===== config.mk =====
export PLATFORM = sky130hd
export DESIGN_NAME = simon_pipe_sched
export DESIGN_NICKNAME = d
export VERILOG_FILES = /design/src/rtl/simon_pkg.sv /design/src/rtl/simon_rr_arb.sv /design/src/rtl/simon_pipe_sched.sv
export SDC_FILE = /design/constraint.sdc
export NUM_CORES = 1
export LEC_CHECK = 0
export ABC_AREA = 1
export CORE_AREA = 2 2 220 222
export DETAILED_ROUTE_END_ITERATION = 12
export DIE_AREA = 0 0 222 224
export SETUP_SLACK_MARGIN = 0.05
export SLEW_MARGIN = 20
export SYNTH_ARGS = -nofsm -noshare
export SYNTH_HDL_FRONTEND = slang
export SYNTH_HIERARCHICAL = 1
export SYNTH_SLANG_ARGS = --single-unit

===== constraint.sdc =====
create_clock -name clk -period 14.4 [get_ports clk]
set_input_delay 2.88 -clock clk [delete_from_list [all_inputs] [get_ports clk]]
set_output_delay 2.88 -clock clk [all_outputs]
set_load 0.05 [all_outputs]

===== src/rtl/simon_pkg.sv =====
// Shared widths, tag type and index helper for the Simon 32/64 pipeline scheduler.
package simon_pkg;

  localparam int SIMON_BLK_W     = 32;
  localparam int SIMON_KEY_W     = 64;
  localparam int SIMON_ROUNDS    = 32;
  localparam int SIMON_MAX_REQ   = 8;
  localparam int SIMON_TAG_ID_W  = $clog2(SIMON_MAX_REQ);

  // Tag id is sized for the largest supported requester count; smaller configs use the low bits.
  typedef struct packed {
    logic                      vld;
    logic [SIMON_TAG_ID_W-1:0] id;
  } simon_tag_t;

  function automatic int wrap_idx(input int idx, input int n);
    return (idx >= n) ? idx - n : idx;
  endfunction

endpackage


===== src/rtl/simon_rr_arb.sv =====
// Round-robin arbiter: one-hot grant to the first active request at or after the pointer.
module simon_rr_arb
  import simon_pkg::*;
#(
  parameter  int NUM_REQ = 4,
  localparam int ID_W    = $clog2(NUM_REQ)
) (
  input  logic [NUM_REQ-1:0] req,
  input  logic               en,
  input  logic [ID_W-1:0]    pointer,
  output logic [NUM_REQ-1:0] grant,
  output logic [ID_W-1:0]    grant_idx
);

  logic found;

  // Scan offsets from the pointer outward; the first live request wins.
  always_comb begin
    grant     = '0;
    grant_idx = '0;
    found     = 1'b0;
    for (int off = 0; off < NUM_REQ; off++) begin
      for (int i = 0; i < NUM_REQ; i++) begin
        if (en && !found && req[i] && (wrap_idx(int'(pointer) + off, NUM_REQ) == i)) begin
          found     = 1'b1;
          grant[i]  = 1'b1;
          grant_idx = ID_W'(i);
        end
      end
    end
  end

endmodule


===== src/rtl/simon_pipe_sched.sv =====
// Shares one fixed-latency Simon 32/64 pipeline between NUM_REQ requesters and
// routes every ciphertext back to the requester that issued it, in issue order.
module simon_pipe_sched
  import simon_pkg::*;
#(
  parameter  int NUM_REQ  = 4,
  parameter  int PIPE_LAT = 32,
  localparam int ID_W     = $clog2(NUM_REQ),
  localparam int CNT_W    = $clog2(PIPE_LAT + 3)
) (
  input  logic                           clk,
  input  logic                           rst,
  input  logic [NUM_REQ-1:0]             req_valid,
  output logic [NUM_REQ-1:0]             req_ready,
  input  logic [NUM_REQ*SIMON_BLK_W-1:0] req_plaintext,
  input  logic [NUM_REQ*SIMON_KEY_W-1:0] req_keytext,
  input  logic                           pause,
  output logic [SIMON_BLK_W-1:0]         pipe_plaintext,
  output logic [SIMON_KEY_W-1:0]         pipe_keytext,
  input  logic [SIMON_BLK_W-1:0]         pipe_ciphertext,
  output logic [NUM_REQ-1:0]             rsp_valid,
  output logic [SIMON_BLK_W-1:0]         rsp_ciphertext,
  output logic [CNT_W-1:0]               inflight,
  output logic                           idle
);

  logic [NUM_REQ-1:0]     grant;
  logic [ID_W-1:0]        grant_idx;
  logic [ID_W-1:0]        rr_ptr;
  logic                   accept;
  logic                   retire;
  logic [SIMON_BLK_W-1:0] issue_pt;
  logic [SIMON_KEY_W-1:0] issue_key;
  logic [NUM_REQ-1:0]     rsp_hit;
  simon_tag_t             tag_sr [PIPE_LAT+1];
  simon_tag_t             tag_out;

  simon_rr_arb #(.NUM_REQ(NUM_REQ)) u_arb (
    .req       (req_valid),
    .en        (!pause),
    .pointer   (rr_ptr),
    .grant     (grant),
    .grant_idx (grant_idx)
  );

  assign req_ready = grant;
  assign accept    = |grant;
  assign retire    = |rsp_valid;
  assign idle      = (inflight == '0);

  // Data of the granted requester, zero when nothing is granted so idle slots feed zeros.
  always_comb begin
    issue_pt  = '0;
    issue_key = '0;
    for (int i = 0; i < NUM_REQ; i++) begin
      if (grant[i]) begin
        issue_pt  = req_plaintext[i*SIMON_BLK_W +: SIMON_BLK_W];
        issue_key = req_keytext[i*SIMON_KEY_W +: SIMON_KEY_W];
      end
    end
  end

  always_ff @(posedge clk or posedge rst) begin
    if (rst) begin
      rr_ptr         <= '0;
      pipe_plaintext <= '0;
      pipe_keytext   <= '0;
    end else begin
      pipe_plaintext <= issue_pt;
      pipe_keytext   <= issue_key;
      if (accept) begin
        rr_ptr <= ID_W'(wrap_idx(int'(grant_idx) + 1, NUM_REQ));
      end
    end
  end

  // Stage 0 sits beside the pipe input registers; PIPE_LAT further stages line the tag up with pipe_ciphertext.
  always_ff @(posedge clk or posedge rst) begin
    if (rst) begin
      for (int s = 0; s <= PIPE_LAT; s++) begin
        tag_sr[s] <= '0;
      end
    end else begin
      tag_sr[0].vld <= accept;
      tag_sr[0].id  <= SIMON_TAG_ID_W'(grant_idx);
      for (int s = 1; s <= PIPE_LAT; s++) begin
        tag_sr[s] <= tag_sr[s-1];
      end
    end
  end

  assign tag_out = tag_sr[PIPE_LAT];

  always_comb begin
    rsp_hit = '0;
    for (int i = 0; i < NUM_REQ; i++) begin
      rsp_hit[i] = tag_out.vld && (tag_out.id == SIMON_TAG_ID_W'(i));
    end
  end

  // Clearing the tags on reset is what drops pre-reset results still inside the un-reset pipeline.
  always_ff @(posedge clk or posedge rst) begin
    if (rst) begin
      rsp_valid      <= '0;
      rsp_ciphertext <= '0;
    end else begin
      rsp_valid <= rsp_hit;
      if (tag_out.vld) begin
        rsp_ciphertext <= pipe_ciphertext;
      end
    end
  end

  always_ff @(posedge clk or posedge rst) begin
    if (rst) begin
      inflight <= '0;
    end else if (accept && !retire) begin
      inflight <= inflight + CNT_W'(1);
    end else if (!accept && retire) begin
      inflight <= inflight - CNT_W'(1);
    end
  end

endmodule

**Word-level counts from Yosys, hierarchy flattened**

Cells that the tools add are included.
W data, S select, Z words.

- $add $sub $neg: 11
- Multipliers: 0
- Div/mod/pow operators: 0
- $lt $le $gt $ge: 5
- Equality and inequality tests: 15
- Shift operators: 0
- Muxes and demuxes: 60
- Bitwise operators: 0
- Reductions and logical operators: 80

Operators by type and width:

| kind | count |
|---|---|
| $eq A32 B3 Y1 const B | 8 |
| $mux W32 | 8 |
| $mux W64 | 4 |
| $eq A32 B2 Y1 const B | 4 |
| $logic_not A32 Y1 | 4 |
| $ge A32 B4 Y1 const B | 3 |
| $sub A32 B4 Y32 const B | 3 |
| $logic_and A1 B1 Y1 | 53 |
| $mux W1 | 31 |
| $mux W2 | 15 |
| $logic_not A1 Y1 | 18 |
| $mux W6 | 2 |
| $reduce_or A4 Y1 | 2 |
| $add A2 B1 Y3 const B | 2 |
| $add A2 B2 Y3 const B | 2 |
| $add A6 B1 Y6 const B | 1 |
| $logic_not A6 Y1 | 1 |
| $sub A6 B1 Y6 const B | 1 |
| $eq A2 B2 Y1 const B | 2 |
| $sub A2 B3 Y4 const B | 1 |
| $ge A2 B3 Y1 const B | 1 |
| $ge A3 B3 Y1 const B | 1 |
| $logic_not A3 Y1 | 1 |
| $eq A2 B1 Y1 const B | 1 |
| 2 further kinds | 2 |

- Bits in registers: 239
- Latch bits: 0
- Bits in writable memories: 0
- Memory bits (read-only): 0
- Input port bits: 423
- Memories: 0

**Longest topological paths before layout**

- Word-level depth: 85
- Gate-level depth with buffers: 26
- Mapped depth without buffers: 24

**By module**

Netlist, hierarchy kept.

By module, submodules not included:

| module | instances | cells each | area an instance (µm²) |
|---|---|---|---|
| simon_pipe_sched | 1 | 1164 | 10060.9 |
| simon_rr_arb | 1 | 70 | 381.6 |

**Worst setup path after synthesis**

No wires, ideal clock.

- Path kind: input port to output port
- From: input port pause
- To: output port req_ready[1]
- Data arrival time: 4.368 ns
- Setup slack: 7.152 ns
- Stages on the path: 12
- Cells stage by stage: inv_1 nand2_1 inv_1 nand2_2 nand3_2 nor2_4 nand4_4 nor2_4 nand4_4 nor2_4 nand3_1 nand4_1

- Word-level cells in the longest chain between the ends: 69
- Elaborated cells on any way between the ends: 72
- Those cells by class: 17 x mux; 55 x reduce/logical

RTL lines:

| element | line | RTL |
|---|---|---|
| from (decl) | simon_pipe_sched.sv:17 | `input logic pause,` |
| $logic_not A1 Y1 (*) | simon_pipe_sched.sv:40 | `.en (!pause),` |
| $logic_and A1 B1 Y1 (2 in series) | simon_rr_arb.sv:24 | `if (en && !found && req[i] && (wrap_idx(int'(pointer) + off, NUM_REQ) == i)) begin` |
| $mux W1 | simon_rr_arb.sv:24 |  |
| $logic_not A1 Y1 | simon_rr_arb.sv:24 |  |
| $logic_and A1 B1 Y1 (3 in series) | simon_rr_arb.sv:24 |  |
| $mux W1 | simon_rr_arb.sv:24 |  |
| $logic_not A1 Y1 | simon_rr_arb.sv:24 |  |
| $logic_and A1 B1 Y1 (3 in series) | simon_rr_arb.sv:24 |  |
| (+42 left out) | -- |  |
| $logic_and A1 B1 Y1 (3 in series) | simon_rr_arb.sv:24 |  |
| $mux W1 | simon_rr_arb.sv:24 |  |
| $logic_not A1 Y1 | simon_rr_arb.sv:24 |  |
| $logic_and A1 B1 Y1 (3 in series) | simon_rr_arb.sv:24 |  |
| $mux W1 | simon_rr_arb.sv:24 |  |
| $logic_not A1 Y1 | simon_rr_arb.sv:24 |  |
| $logic_and A1 B1 Y1 (3 in series) | simon_rr_arb.sv:24 |  |
| $mux W1 (*) | simon_rr_arb.sv:24 |  |
| to (decl) | simon_pipe_sched.sv:14 | `output logic [NUM_REQ-1:0] req_ready,` |

Mark *: on every way between the ends. The rest lies on a longest branch, timed or not.

**Worst setup path in the final report**

- From: input port pause
- To: output port req_ready[2]

- Word-level cells in the longest chain between the ends: 74
- Elaborated cells on any way between the ends: 77
- Those cells by class: 18 x mux; 59 x reduce/logical

RTL lines:

| element | line |
|---|---|
| $logic_not A1 Y1 (*) | simon_pipe_sched.sv:40 |
| $logic_and A1 B1 Y1 (2 in series) | simon_rr_arb.sv:24 |
| $mux W1 | simon_rr_arb.sv:24 |
| $logic_not A1 Y1 | simon_rr_arb.sv:24 |
| $logic_and A1 B1 Y1 (3 in series) | simon_rr_arb.sv:24 |
| $mux W1 | simon_rr_arb.sv:24 |
| $logic_not A1 Y1 | simon_rr_arb.sv:24 |
| $logic_and A1 B1 Y1 (3 in series) | simon_rr_arb.sv:24 |
| (+47 left out) | -- |
| $logic_and A1 B1 Y1 (3 in series) | simon_rr_arb.sv:24 |
| $mux W1 | simon_rr_arb.sv:24 |
| $logic_not A1 Y1 | simon_rr_arb.sv:24 |
| $logic_and A1 B1 Y1 (3 in series) | simon_rr_arb.sv:24 |
| $mux W1 | simon_rr_arb.sv:24 |
| $logic_not A1 Y1 | simon_rr_arb.sv:24 |
| $logic_and A1 B1 Y1 (3 in series) | simon_rr_arb.sv:24 |
| $mux W1 (*) | simon_rr_arb.sv:24 |

Marked as above.

==> results.py <==
metrics = {
    "die": {
        "die_h_um": 224,
        "die_w_um": 222,
        "row_count": 80,
        "core_area_um2": 47300,
        "ios": 566,
        "die_area_um2": 49700,
        "start_util_pct": 22.1,
    },
    "worst_setup_path": {
        "crit_chain": "clkdlybuf4s50_1, inv_1, nand2_1, inv_1, nand2_2, nand3_2, nor2_4, nand4_4, nor2_4, nand4_4, nor2_4, nand4_1, nand3_4, clkdlybuf4s50_1",
        "crit_top_cell": "nor2_4",
        "cp_slowest_cell": "clkdlybuf4s50_1",
        "crit_required_ns": 11.52,
        "path_max_fanout": 43,
        "arrival_ns": 6.10,
        "endpoint_kind": "primary output",
        "path_class": "input pin to primary output",
        "critPathLaunchType": "input pin",
        "critical-path-max-stage-delay_ns": 0.93,
    },
    "timing": {
        "relSlewSlack_pct": 31.2,
        "hold_viol_final": 0,
        "timing.final.ws_setup_ns": 5.42,
        "fmax_mhz": 111,
        "rsz0062_at_grt": "false",
        "fin_tns_setup_ns": 0,
        "fin_crit_sh_pct": 62.3,
        "finalSetupViolCount": 0,
        "fin_skew_ns": 0.00743,
        "fin_hold_ws_ns": 0.343,
        "worst_pin_slew_ns": 1.03,
        "report.final.slew_viol_count": 0,
        "period_needed_ns": 8.98,
    },
    "finish": {
        "final_area_um2": 17500,
        "finalNetCount": 2188,
        "synthToLayoutAreaGrowth_pct": 67.7,
        "drive_above_1_share_pct": 4.27,
        "final_core_utilization_pct": 37.0,
    },
    "route": {
        "routed_wirelength_mm": 41.4,
        "drtPass1Iterations": 5,
        "ant_nets": 0,
        "drtIter0Drc": 615,
        "via_count": 10700,
        "viasPerCell": 4.46,
        "drc": 0,
        "drt-wirelength-per-cell_um": 17.3,
    },
    "logic_synthesis": {
        "yosysWarnings": 6,
        "ys_types": 32,
        "syn_area_um2": 10400,
        "synth_edf_count": 0,
        "synth_cells": 1234,
        "yosysTopAreaCell": "dfrtp_1",
        "syn_nets": 1664,
        "postSynthAreaPerCell_um2": 8.46,
        "synth_area_leaders": "dfrtp_1, nand2_1, a21oi_1",
        "yosys_register_bits": 239,
        "seq_area_frac_synth_pct": 57.3,
        "ys_async_sr_fraction_pct": 100,
        "synth-main-ff-cell": "dfrtp_1",
        "synth_top_area_share_pct": 57.3,
    },
    "power_and_ir_drop": {
        "p_leak_nw": 7.35,
        "vdd_drop_max_mv": 0.111,
        "p_per_area_nw_per_um2": 246,
    },
    "placed_design": {
        "gp_congestion": 0.877,
        "place_area_um2": 16600,
        "place_ws_ns": 5.46,
        "portBuffers": 565,
        "post-dp-hpwl_mm": 31.0,
    },
    "cts": {
        "clockRootBuffer": "clkbuf_16",
        "cts_hold_buf": 0,
        "clk_latency_ns": 0.55,
        "cts.sinks": 239,
        "cts_resized": 0,
        "clk_pin_slew_ns": 0.06,
        "post_cts_buffers": 0,
        "clock_path_buffers": 3,
        "htreeDepth": 1,
        "cts_tree": "built",
        "cts_buffers": 27,
    },
    "global_routing": {
        "grt_pass1_wl_mm": 62.1,
        "grtUsageMet2_pct": 28.2,
        "met3_usage_pct": 4.89,
        "grt_max_degree": 102,
        "met1_usage_pct": 18.3,
        "grt_overflow": 0,
        "grt_pass1_vias": 10900,
        "grt_usage_pct": 16.0,
        "antenna_found_initial": 1,
        "grt_busiest_layer": "met2",
    },
    "worst_hold_path": {
        "hp-class": "register to register",
    },
    "flow_run": {
        "cap_violations": 0,
    },
    "outcome": {
        "status": "finished clean",
    },
}
per-layer routing:
metal,up-vias,share of wire [%]
li1,5039,-
met5,-,0
met4,0,3.5
met2,500,49
met1,5060,39
met3,70,8.7
metrics by stage:
| step | instances | power, mW |
|---|---|---|
| after global placement | 2344 | 3.57 |
| after CTS | 2393 | 4.35 |
| final | 2394 | 4.30 |
| after detailed placement | 2344 | 3.60 |
| after floorplan | 1234 | 2.75 |
| after global routing | 2394 | 4.58 |
final cells by class:
| type | instances | area [µm²] |
|---|---|---|
| diodes | 1 | 2.50 |
| clock buffers | 35 | 776 |
| clock inverters | 14 | 179 |
| fillers | 4800 | 29800 |
| inverters | 30 | 125 |
| multi-input cells | 884 | 3940 |
| flip-flops and latches | 239 | 5980 |
| well taps | 615 | 769 |
| repair buffers | 576 | 5740 |
cell families (layout without fill, tap and decap cells):
kind of cell | count (synthesis) | count (layout) | share of synthesized area, %
fa+ha+maj | 7 | 7 | 0.911
flops | 239 | 239 | 57.3
xor+xnor | 3 | 3 | 0.252
compound gates | 300 | 300 | 14.4
simple gates | 574 | 574 | 21.9
other cells | 0 | 1 | 0
buf+inv | 111 | 655 | 5.21
final timing paths:
check | slack, ns | depth (start not counted) | to | startpoint
max | 5.42 | 14 | req_ready[2] | pause
min | 0.34 | 0 | tag_sr[28] | tag_sr[32]
max reg2reg | 9.86 | 22 | inflight[5] | rr_ptr[0]
min reg2reg | 0.34 | 0 | tag_sr[28] | tag_sr[32]
max in group asynchronous | 9.61 | 4 | pipe_keytext[14] | rst
min in group asynchronous | 2.80 | 2 | pipe_keytext[5] | rst
state kept, by name, summed over array words and instances (netlist names):
signal,count
pipe_plaintext,32
rr_ptr,2
rsp_valid,4
tag_out,3
tag_sr,96
pipe_keytext,64
rsp_ciphertext,32
inflight,6
Yosys cell counts, types with 8 or more instances:
cell type and number:
nand2_1 419, dfrtp_1 239, a21oi_1 198, nor2_1 112, o21ai_0 60, o21ai_1 40
clkbuf_1 35, buf_2 27, inv_1 27, nand3_1 15, buf_6 10, nor3_1 8
placed cells by master (no fill, tap or decap), types with 2 or more instances in the layout:
master           netlist  routed
clkdlybuf4s50_1        0     565
nand2_1              419     418
dfrtp_1              239     239
a21oi_1              198     198
nor2_1               112     112
o21ai_0               60      60
o21ai_1               40      40
clkbuf_16              0      27
inv_1                 27      26
nand3_1               15      14
buf_4                  5      10
nor3_1                 8       8
clkbuf_8               0       7
ha_1                   6       6
clkinvlp_4             0       6
nand4_1                5       5
clkinv_2               0       3
bufinv_16              0       3
nand2_2                3       3
nor2_4                 3       3
xnor2_1                2       2
inv_4                  0       2
nor2_2                 2       2
nand4_4                2       2
critical path: cells and delay by family:
family | cells | cell delay, ns
buffers and inverters | 4 | 1.53
AND/OR/NAND/NOR | 10 | 1.66
report_power, final:
| group | switching (mW) | internal [mW] |
|---|---|---|
| Clock | 0.288 | 0.436 |
| Combinational | 1.67 | 0.775 |
| Sequential | 0.120 | 1.01 |
(Power assumes the default switching activity.)
